$ cat config.mk
export PLATFORM = sky130hd
export DESIGN_NAME = branch_resolver
export DESIGN_NICKNAME = d
export VERILOG_FILES = /design/src/rtl/icarus_branch_pkg.sv /design/src/rtl/branch_stats_counter.sv /design/src/rtl/branch_resolver.sv
export SDC_FILE = /design/constraint.sdc
export NUM_CORES = 1
export LEC_CHECK = 0
export CAP_MARGIN = 20
export CORE_ASPECT_RATIO = 1.4
export CORE_MARGIN = 5
export CORE_UTILIZATION = 48
export CTS_BUF_LIST = sky130_fd_sc_hd__clkbuf_16
export CTS_CLUSTER_DIAMETER = 60
export DETAILED_ROUTE_END_ITERATION = 10
export GPL_TIMING_DRIVEN = 1
export PLACE_DENSITY = 0.95
export SLEW_MARGIN = 10
export SYNTH_ARGS = -nofsm -noshare
export SYNTH_HDL_FRONTEND = slang
export SYNTH_HIERARCHICAL = 1
export SYNTH_SLANG_ARGS = --single-unit
$ cat constraint.sdc
create_clock -name Clock -period 7 [get_ports Clock]
set_input_delay 1.4 -clock Clock [delete_from_list [all_inputs] [get_ports Clock]]
set_output_delay 1.4 -clock Clock [all_outputs]
set_load 0.02 [all_outputs]
$ cat src/rtl/icarus_branch_pkg.sv
// Shared comparator control codes and resolver state encoding for the ICARUS branch path.
// The target-address helper lives here so anything else computing branch targets gets identical arithmetic.
package icarus_branch_pkg;

    localparam logic [2:0] CTRL_BEQ  = 3'd0;
    localparam logic [2:0] CTRL_BGEZ = 3'd1;
    localparam logic [2:0] CTRL_BGTZ = 3'd2;
    localparam logic [2:0] CTRL_BLEZ = 3'd3;
    localparam logic [2:0] CTRL_BLTZ = 3'd4;
    localparam logic [2:0] CTRL_BNE  = 3'd5;

    typedef enum logic [1:0] {
        IDLE     = 2'd0,
        COMPARE  = 2'd1,
        REDIRECT = 2'd2
    } state_t;

    // Target = PC+4 of the branch plus the word offset; wraps silently modulo 2^32.
    function automatic logic [31:0] branch_target(input logic [31:0] pc, input logic [15:0] offset);
        return pc + {{14{offset[15]}}, offset, 2'b00};
    endfunction

endpackage

$ cat src/rtl/branch_stats_counter.sv
// 32-bit saturating event counter with synchronous active-high clear.
module branch_stats_counter (
    input  logic        clock,
    input  logic        reset,
    input  logic        enable,
    output logic [31:0] count
);

    always_ff @(posedge clock) begin
        if (reset)
            count <= '0;
        else if (enable && (count != 32'hFFFF_FFFF))
            count <= count + 32'd1;
    end

endmodule

$ cat src/rtl/branch_resolver.sv
// ID-stage branch resolver: drives the comparator, samples its result and issues a handshaked PC redirect.
// Define BRANCH_STATS_EN to add the BranchCount/TakenCount statistics ports.
module branch_resolver
    import icarus_branch_pkg::*;
(
    input  logic        Clock,
    input  logic        Reset,
    input  logic        BrValid,
    output logic        BrReady,
    input  logic [2:0]  BrOp,
    input  logic [31:0] BrPC,
    input  logic [15:0] BrOffset,
    input  logic [31:0] RsData,
    input  logic [31:0] RtData,
    input  logic        RegimmRt,
    output logic [31:0] CmpA,
    output logic [31:0] CmpB,
    output logic [2:0]  CmpControl,
    input  logic        CmpResult,
    output logic        ResolveValid,
    output logic        Taken,
    output logic        IllegalOp,
    output logic        RedirectValid,
    input  logic        RedirectReady,
    output logic [31:0] RedirectPC,
`ifdef BRANCH_STATS_EN
    output logic [31:0] BranchCount,
    output logic [31:0] TakenCount,
`endif
    output logic        Flush
);

    state_t      state;
    state_t      next_state;

    logic [2:0]  op_q;
    logic [31:0] pc_q;
    logic [15:0] offset_q;
    logic [31:0] rs_q;
    logic [31:0] rt_q;
    logic        regimm_q;

    logic        resolve_q;
    logic        taken_q;
    logic        illegal_q;

    logic        op_illegal;
    logic        take_branch;

    assign op_illegal  = (op_q > CTRL_BNE);
    assign take_branch = !op_illegal && CmpResult;

    always_ff @(posedge Clock) begin
        if (Reset)
            state <= IDLE;
        else
            state <= next_state;
    end

    // Captured operands also feed the comparator outputs, so they hold their last value outside COMPARE.
    always_ff @(posedge Clock) begin
        if (Reset) begin
            op_q     <= '0;
            pc_q     <= '0;
            offset_q <= '0;
            rs_q     <= '0;
            rt_q     <= '0;
            regimm_q <= 1'b0;
        end else if ((state == IDLE) && BrValid) begin
            op_q     <= BrOp;
            pc_q     <= BrPC;
            offset_q <= BrOffset;
            rs_q     <= RsData;
            rt_q     <= RtData;
            regimm_q <= RegimmRt;
        end
    end

    always_ff @(posedge Clock) begin
        if (Reset) begin
            resolve_q <= 1'b0;
            taken_q   <= 1'b0;
            illegal_q <= 1'b0;
        end else begin
            resolve_q <= (state == COMPARE);
            taken_q   <= (state == COMPARE) && take_branch;
            illegal_q <= (state == COMPARE) && op_illegal;
        end
    end

    always_comb begin
        next_state = state;
        case (state)
            IDLE:     if (BrValid) next_state = COMPARE;
            COMPARE:  next_state = take_branch ? REDIRECT : IDLE;
            REDIRECT: if (RedirectReady) next_state = IDLE;
            default:  next_state = IDLE;
        endcase
    end

    // REGIMM branches hand the comparator the sign-test selector instead of Rt.
    always_comb begin
        CmpB = rt_q;
        case (op_q)
            CTRL_BGEZ, CTRL_BLTZ:                    CmpB = {31'b0, regimm_q};
            CTRL_BEQ, CTRL_BGTZ, CTRL_BLEZ, CTRL_BNE: CmpB = rt_q;
            default:                                 CmpB = rt_q;
        endcase
    end

    always_comb begin
        BrReady       = (state == IDLE) && !Reset;
        RedirectValid = (state == REDIRECT);
        Flush         = (state == REDIRECT) && resolve_q;
        CmpA          = rs_q;
        CmpControl    = op_q;
        RedirectPC    = branch_target(pc_q, offset_q);
        ResolveValid  = resolve_q;
        Taken         = taken_q;
        IllegalOp     = illegal_q;
    end

`ifdef BRANCH_STATS_EN
    branch_stats_counter u_branch_count (
        .clock  (Clock),
        .reset  (Reset),
        .enable (resolve_q),
        .count  (BranchCount)
    );

    branch_stats_counter u_taken_count (
        .clock  (Clock),
        .reset  (Reset),
        .enable (resolve_q && taken_q),
        .count  (TakenCount)
    );
`endif

endmodule

==> impl_metrics.json, run 1 <==
{
  "synthesis.nets": 924,
  "hold_path.class": "flip-flop to flip-flop",
  "grt_pass1_wl_um": 28900,
  "grt_max_degree": 71,
  "viasPerCell": 5.28,
  "tns_ns": 0,
  "start_util_pct": 48.4,
  "drcViolationCount": 0,
  "grt.overflow.total": 0,
  "grt_pass1_vias": 5850,
  "final_common_cell": "nand2_1",
  "cts.clk_slew.worst_paths_ns": 0.06,
  "cts_buffers": 17,
  "mostFrequentLayoutCells": "nand2_1 (254), clkdlybuf4s50_1 (224), a21oi_1 (145)",
  "cellPowerDensity_nw_per_um2": 229,
  "ys_ff_latch": 121,
  "setup_violations": 0,
  "worstMarginPinSlew_ns": 0.717,
  "crit_path_start_kind": "flip-flop",
  "end_kind": "output pin",
  "async_flop_share_pct": 0,
  "critPathKind": "flip-flop to output pin",
  "crit_fanout": 16,
  "routed-via-count": 6002,
  "postCtsResizedCells": 0,
  "stdcell_count": 1136,
  "power.leakage_nw": 3.46,
  "std_cell_rows": 48,
  "nets": 1124,
  "rsz0062_at_grt": "no",
  "dieWidth_um": 104,
  "grt_usage_pct": 23.9,
  "place.port_buffers": 225,
  "fin_area_um2": 8710,
  "period_needed_ns": 4.89,
  "yosys.area.top_type": "dfxtp_1",
  "clockBufferDepth": 2,
  "wl_per_cell_um": 16.0,
  "min_from": "rt_q[20]",
  "synth_flop_cell": "dfxtp_1",
  "synth_cells": 773,
  "fin_skew_ns": 0.00695,
  "finalCritPeriodShare_pct": 69.9,
  "placed_area_um2": 8170,
  "place_inst": 1104,
  "max_cap_viol_count": 0,
  "gp_congestion": 0.956,
  "hpwlAfterDp_um": 13400,
  "synth_edf_count": 0,
  "worst-endpoint-arrival_ns": 3.49,
  "antenna_left": 0,
  "drt_iter0_markers": 208,
  "ir_worst_vdd_mv": 0.193,
  "firstDrtPassIters": 5,
  "holdWs_ns": 0.446,
  "ys_seq_area_share_pct": 41.0,
  "area_delta_synth_final_pct": 47.6,
  "slew_headroom_pct": 52.2,
  "synth.distinct_cells": 52,
  "slew_viol_final": 0,
  "synth_area_leaders": "dfxtp_1 (41%), nand2_1 (16%), a21oi_1 (12%)",
  "worstPathRequired_ns": 5.60,
  "htree_levels": 4,
  "status": "finished, final reports clean",
  "clock_sinks": 121,
  "r2r_setup_slack_ns": 4.74,
  "finalHoldViolations": 0,
  "wl_um": 18200,
  "antenna_found_initial": 0,
  "yosysTopAreaCellShare_pct": 41.0,
  "yosysWarnings": 6,
  "coreArea_um2": 12200,
  "die_h_um": 141,
  "cts_tree": "built",
  "clk_latency_ns": 0.40,
  "cts_setup_buffers": 0,
  "fp.dieArea_um2": 14600,
  "fmax_ghz": 0.204,
  "cts-root-buf": "clkbuf_16",
  "crit_start": "offset_q[15]",
  "ctsHoldBuffers": 0,
  "diodes": 0,
  "layout-drive-gt1-share_pct": 5.48,
  "io_pins": 226,
  "syn_area_um2": 5900,
  "rr_startpoint": "state[1]",
  "syn_area_per_cell_um2": 7.64
}
[state kept, by name (all words and copies together), names as in the netlist]
signal and cells:
ResolveValid 1, pc_q 32, IllegalOp 1, Taken 1, state 2, regimm_q 1
CmpA 32, CmpControl 3, offset_q 16, rt_q 32
[per-layer routing]
layer | part of all wire (%) | up-vias | global-route usage [%]
li1 | - | 2975 | -
met1 | 37 | 2798 | 26.7
met2 | 52 | 182 | 41.6
met3 | 7.4 | 47 | 7.56
met4 | 3.0 | 0 | 10.8
met5 | 0 | - | 0
[power by group]
part	internal, W	total (W)	leakage [nW]	switching (W)
clock network	0.000481	0.000795	0.266	0.000315
logic	0.000210	0.000444	2.20	0.000234
registers	0.000732	0.000757	0.994	0.0000247
total	0.00142	0.00200	3.46	0.000573
[cells in the mapped netlist (all sizes together), types with 2 or more instances]
cell	count
nand2	256
a21oi	147
dfxtp	121
clkbuf	40
nor2b	33
ha	29
o21ai	20
nor2	19
xnor2	19
xor2	9
buf	8
o21a	8
inv	7
a21o	6
and3	5
nand4	5
a31oi	4
o211ai	4
a21boi	3
and2	3
nand3	3
nor3	3
o21bai	3
o31ai	3
nand3b	2
[worst paths after layout]
| kind | end | depth (start not counted) |
|---|---|---|
| setup / recovery | RedirectPC[30] | 9 |
| hold / removal | rt_q[20] | 2 |
| setup reg to reg | CmpControl[2] | 5 |
| hold reg to reg | rt_q[20] | 2 |
[critical path: stages, from the launching register on]
cell and delay [ns]:
dfxtp_1 0.73, ha_1 0.41, a21oi_1 0.20, o21ai_0 0.15, o21ai_0 0.19, nand2b_1 0.09
a31oi_1 0.34, o21ai_0 0.17, xor2_1 0.16, clkdlybuf4s50_1 0.64
[through the flow]
stage | setup WS [ns] | power, W | util [%]
after floorplan | 3.25 | 0.00100 | -
after global placement | 2.60 | 0.00121 | 67.0
after detailed placement | 2.56 | 0.00121 | 67.0
after CTS | 2.12 | 0.00200 | 71.4
after global routing | 1.80 | 0.00208 | 71.4
final | 2.11 | 0.00200 | 71.4
[final cells by class]
type | instances | area (µm²)
clock buffers | 17 | 425
clock inverters | 15 | 114
fillers | 970 | 3480
inverters | 7 | 26.3
multi-input cells | 597 | 3260
flip-flops and latches | 121 | 2420
well taps | 150 | 188
repair buffers | 229 | 2280
[kinds of logic (layout without fill, tap and decap cells)]
kind of cell / count (synthesis) / count (layout) / synth area share (%)
buffers and inverters: 55 / 268 / 4.01
AND/OR/NAND/NOR: 332 / 332 / 23.6
multiplexers: 1 / 1 / 0.191
XOR/XNOR: 28 / 28 / 4.16
adder cells (fa/ha/maj): 30 / 30 / 6.49
AO/OA/AOI/OAI: 206 / 206 / 20.5
flip-flops: 121 / 121 / 41.0
Note: power is estimated with default switching activity, not from simulation.
==> run 2, diff against run 1 <==
--- a/config.mk
+++ b/config.mk
@@ -8,12 +8,12 @@
 export CAP_MARGIN = 20
 export CORE_ASPECT_RATIO = 1.4
 export CORE_MARGIN = 5
-export CORE_UTILIZATION = 48
+export CORE_UTILIZATION = 44
 export CTS_BUF_LIST = sky130_fd_sc_hd__clkbuf_16
 export CTS_CLUSTER_DIAMETER = 60
 export DETAILED_ROUTE_END_ITERATION = 10
 export GPL_TIMING_DRIVEN = 1
-export PLACE_DENSITY = 0.95
+export PLACE_DENSITY = 0.91
 export SLEW_MARGIN = 10
 export SYNTH_ARGS = -nofsm -noshare
 export SYNTH_HDL_FRONTEND = slang
==> constraint.sdc (replaced) <==
create_clock -name Clock -period 5.1 [get_ports Clock]
set_input_delay 1.02 -clock Clock [delete_from_list [all_inputs] [get_ports Clock]]
set_output_delay 1.02 -clock Clock [all_outputs]
set_load 0.02 [all_outputs]
==> run 2 against run 1 <==
  * Clock skew is 0.0040 ns higher
  * Clock-buffer cell count unchanged
  * Total power grew 40%
  * Non-clock buffer count rose by 1
  * Combinational power rose by 38%
  * Clock power grew 43%
  * Register-to-register slack worse by 1.7 ns
==> impl_metrics.json, run 2 (same netlist as run 1, synthesis figures left out) <==
{
  "slew_viol_final": 0,
  "end_kind": "output pin",
  "switching_share_pct": 28.2,
  "std_cell_rows": 50,
  "die_h_um": 147,
  "place_inst": 1136,
  "htree_levels": 4,
  "switching_power_w": 0.000787,
  "status": "finished, final reports clean",
  "cts_setup_buffers": 0,
  "postCtsResizedCells": 0,
  "mostFrequentLayoutCells": "nand2_1 (254), clkdlybuf4s50_1 (224), a21oi_1 (145)",
  "cts.clk_slew.worst_paths_ns": 0.05,
  "routed-via-count": 6016,
  "hold_path.class": "flip-flop to flip-flop",
  "p_int_w": 0.00201,
  "start_util_pct": 44.5,
  "worstPathRequired_ns": 4.08,
  "fmax_ghz": 0.224,
  "r2r_setup_slack_ns": 3.08,
  "antenna_found_initial": 1,
  "slew_headroom_pct": 31.1,
  "grt_pass1_wl_um": 28600,
  "place.port_buffers": 225,
  "firstDrtPassIters": 7,
  "viasPerCell": 5.15,
  "layout-drive-gt1-share_pct": 5.67,
  "whs_endpoint": "rt_q[11]",
  "grt_usage_pct": 22.4,
  "power.leakage_nw": 3.48,
  "min_from": "rt_q[11]",
  "rr_startpoint": "state[1]",
  "fp.dieArea_um2": 15900,
  "cellPowerDensity_nw_per_um2": 318,
  "rsz0062_at_grt": "no",
  "stdcell_count": 1169,
  "antenna_left": 0,
  "io_pins": 226,
  "crit_path_start_kind": "flip-flop",
  "clock_sinks": 121,
  "hpwlAfterDp_um": 13100,
  "grt_max_degree": 99,
  "critPathKind": "flip-flop to output pin",
  "fin_skew_ns": 0.0109,
  "ff2ff_path_depth": 5,
  "finalHoldViolations": 0,
  "ctsHoldBuffers": 0,
  "worstMarginPinSlew_ns": 1.03,
  "setup_violations": 0,
  "wl_um": 18100,
  "pwr-share-clk_pct": 40.9,
  "whs_path_depth": 2,
  "finalCritPeriodShare_pct": 87.6,
  "diodes": 0,
  "tns_ns": 0,
  "dieWidth_um": 108,
  "combinationalPowerShare_pct": 21.9,
  "nets": 1125,
  "cts_tree": "built",
  "regArea_um2": 2420,
  "num-fill-cells": 1111,
  "multi_input_area_um2": 3260,
  "period_needed_ns": 4.47,
  "clockBufferDepth": 2,
  "ir_worst_vdd_mv": 0.272,
  "clk_latency_ns": 0.40,
  "sequentialPowerShare_pct": 37.2,
  "reg2reg_to": "pc_q[6]",
  "grt_pass1_vias": 5851,
  "drt_iter0_markers": 310,
  "cts_buffers": 17,
  "gp_congestion": 0.887,
  "cts-root-buf": "clkbuf_16",
  "drcViolationCount": 0,
  "crit_fanout": 16,
  "worst-endpoint-arrival_ns": 3.45,
  "area_delta_synth_final_pct": 49.0,
  "max_cap_viol_count": 0,
  "final_common_cell": "nand2_1",
  "coreArea_um2": 13300,
  "wl_per_cell_um": 15.5,
  "grt.overflow.total": 0
}
[run 2: worst max-delay path, stage by stage, from the launching register on]
cell             delay, ns
dfxtp_1               0.72
ha_1                  0.40
a21oi_1               0.20
o21ai_0               0.16
nor3_1                0.18
nand3_1               0.13
a31oi_1               0.32
o21ai_0               0.16
xor2_1                0.15
clkdlybuf4s50_1       0.64
[run 2: cell type report]
type,instances,area share [%]
Multi-Input combinational cell,597,37.0
Inverter,7,0.299
Clock inverter,15,1.56
Timing Repair Buffer,230,26.1
Sequential cell,121,27.5
Tap cell,182,2.59
Clock buffer,17,4.84
[run 2: worst max path at each step]
stage | start | end | slack [ns] | depth (start not counted)
finish | offset_q[15] | RedirectPC[30] | 0.63 | 9
global route | offset_q[15] | RedirectPC[30] | 0.38 | 9
CTS | offset_q[0] | RedirectPC[30] | 0.62 | 11
detailed placement | offset_q[15] | RedirectPC[30] | 1.07 | 9
global placement | offset_q[15] | RedirectPC[30] | 1.14 | 9
floorplan | pc_q[2] | RedirectPC[24] | 1.73 | 10
[run 2: through the flow]
stage	total power, W	setup slack [ns]	util [%]	hold WS (ns)	area, µm²
after floorplan	0.00138	1.73	-	0.432	5900
after global placement	0.00166	1.14	61.9	0.437	8210
after detailed placement	0.00167	1.07	61.9	0.443	8210
after CTS	0.00282	0.621	66.2	0.451	8770
after global routing	0.00292	0.375	66.3	0.466	8790
final	0.00279	0.634	66.3	0.449	8790
[run 2: power groups by stage]
stage          combinational [W]  sequential, W  clock, W
2_1_floorplan           0.000307        0.00107         0
3_3_place_gp            0.000602        0.00106         0
3_5_place_dp            0.000609        0.00106         0
4_1_cts                 0.000613        0.00104   0.00117
5_1_grt                 0.000659        0.00104   0.00121
6_report                0.000612        0.00104   0.00114
[run 2: layer usage]
metal	GRT usage [%]	share of wire, %	wire length (µm)
met1	23.2	36	6540
met2	40.4	53	9630
met3	6.33	6.6	1200
met4	11.2	4.1	739
met5	0	0.061	11
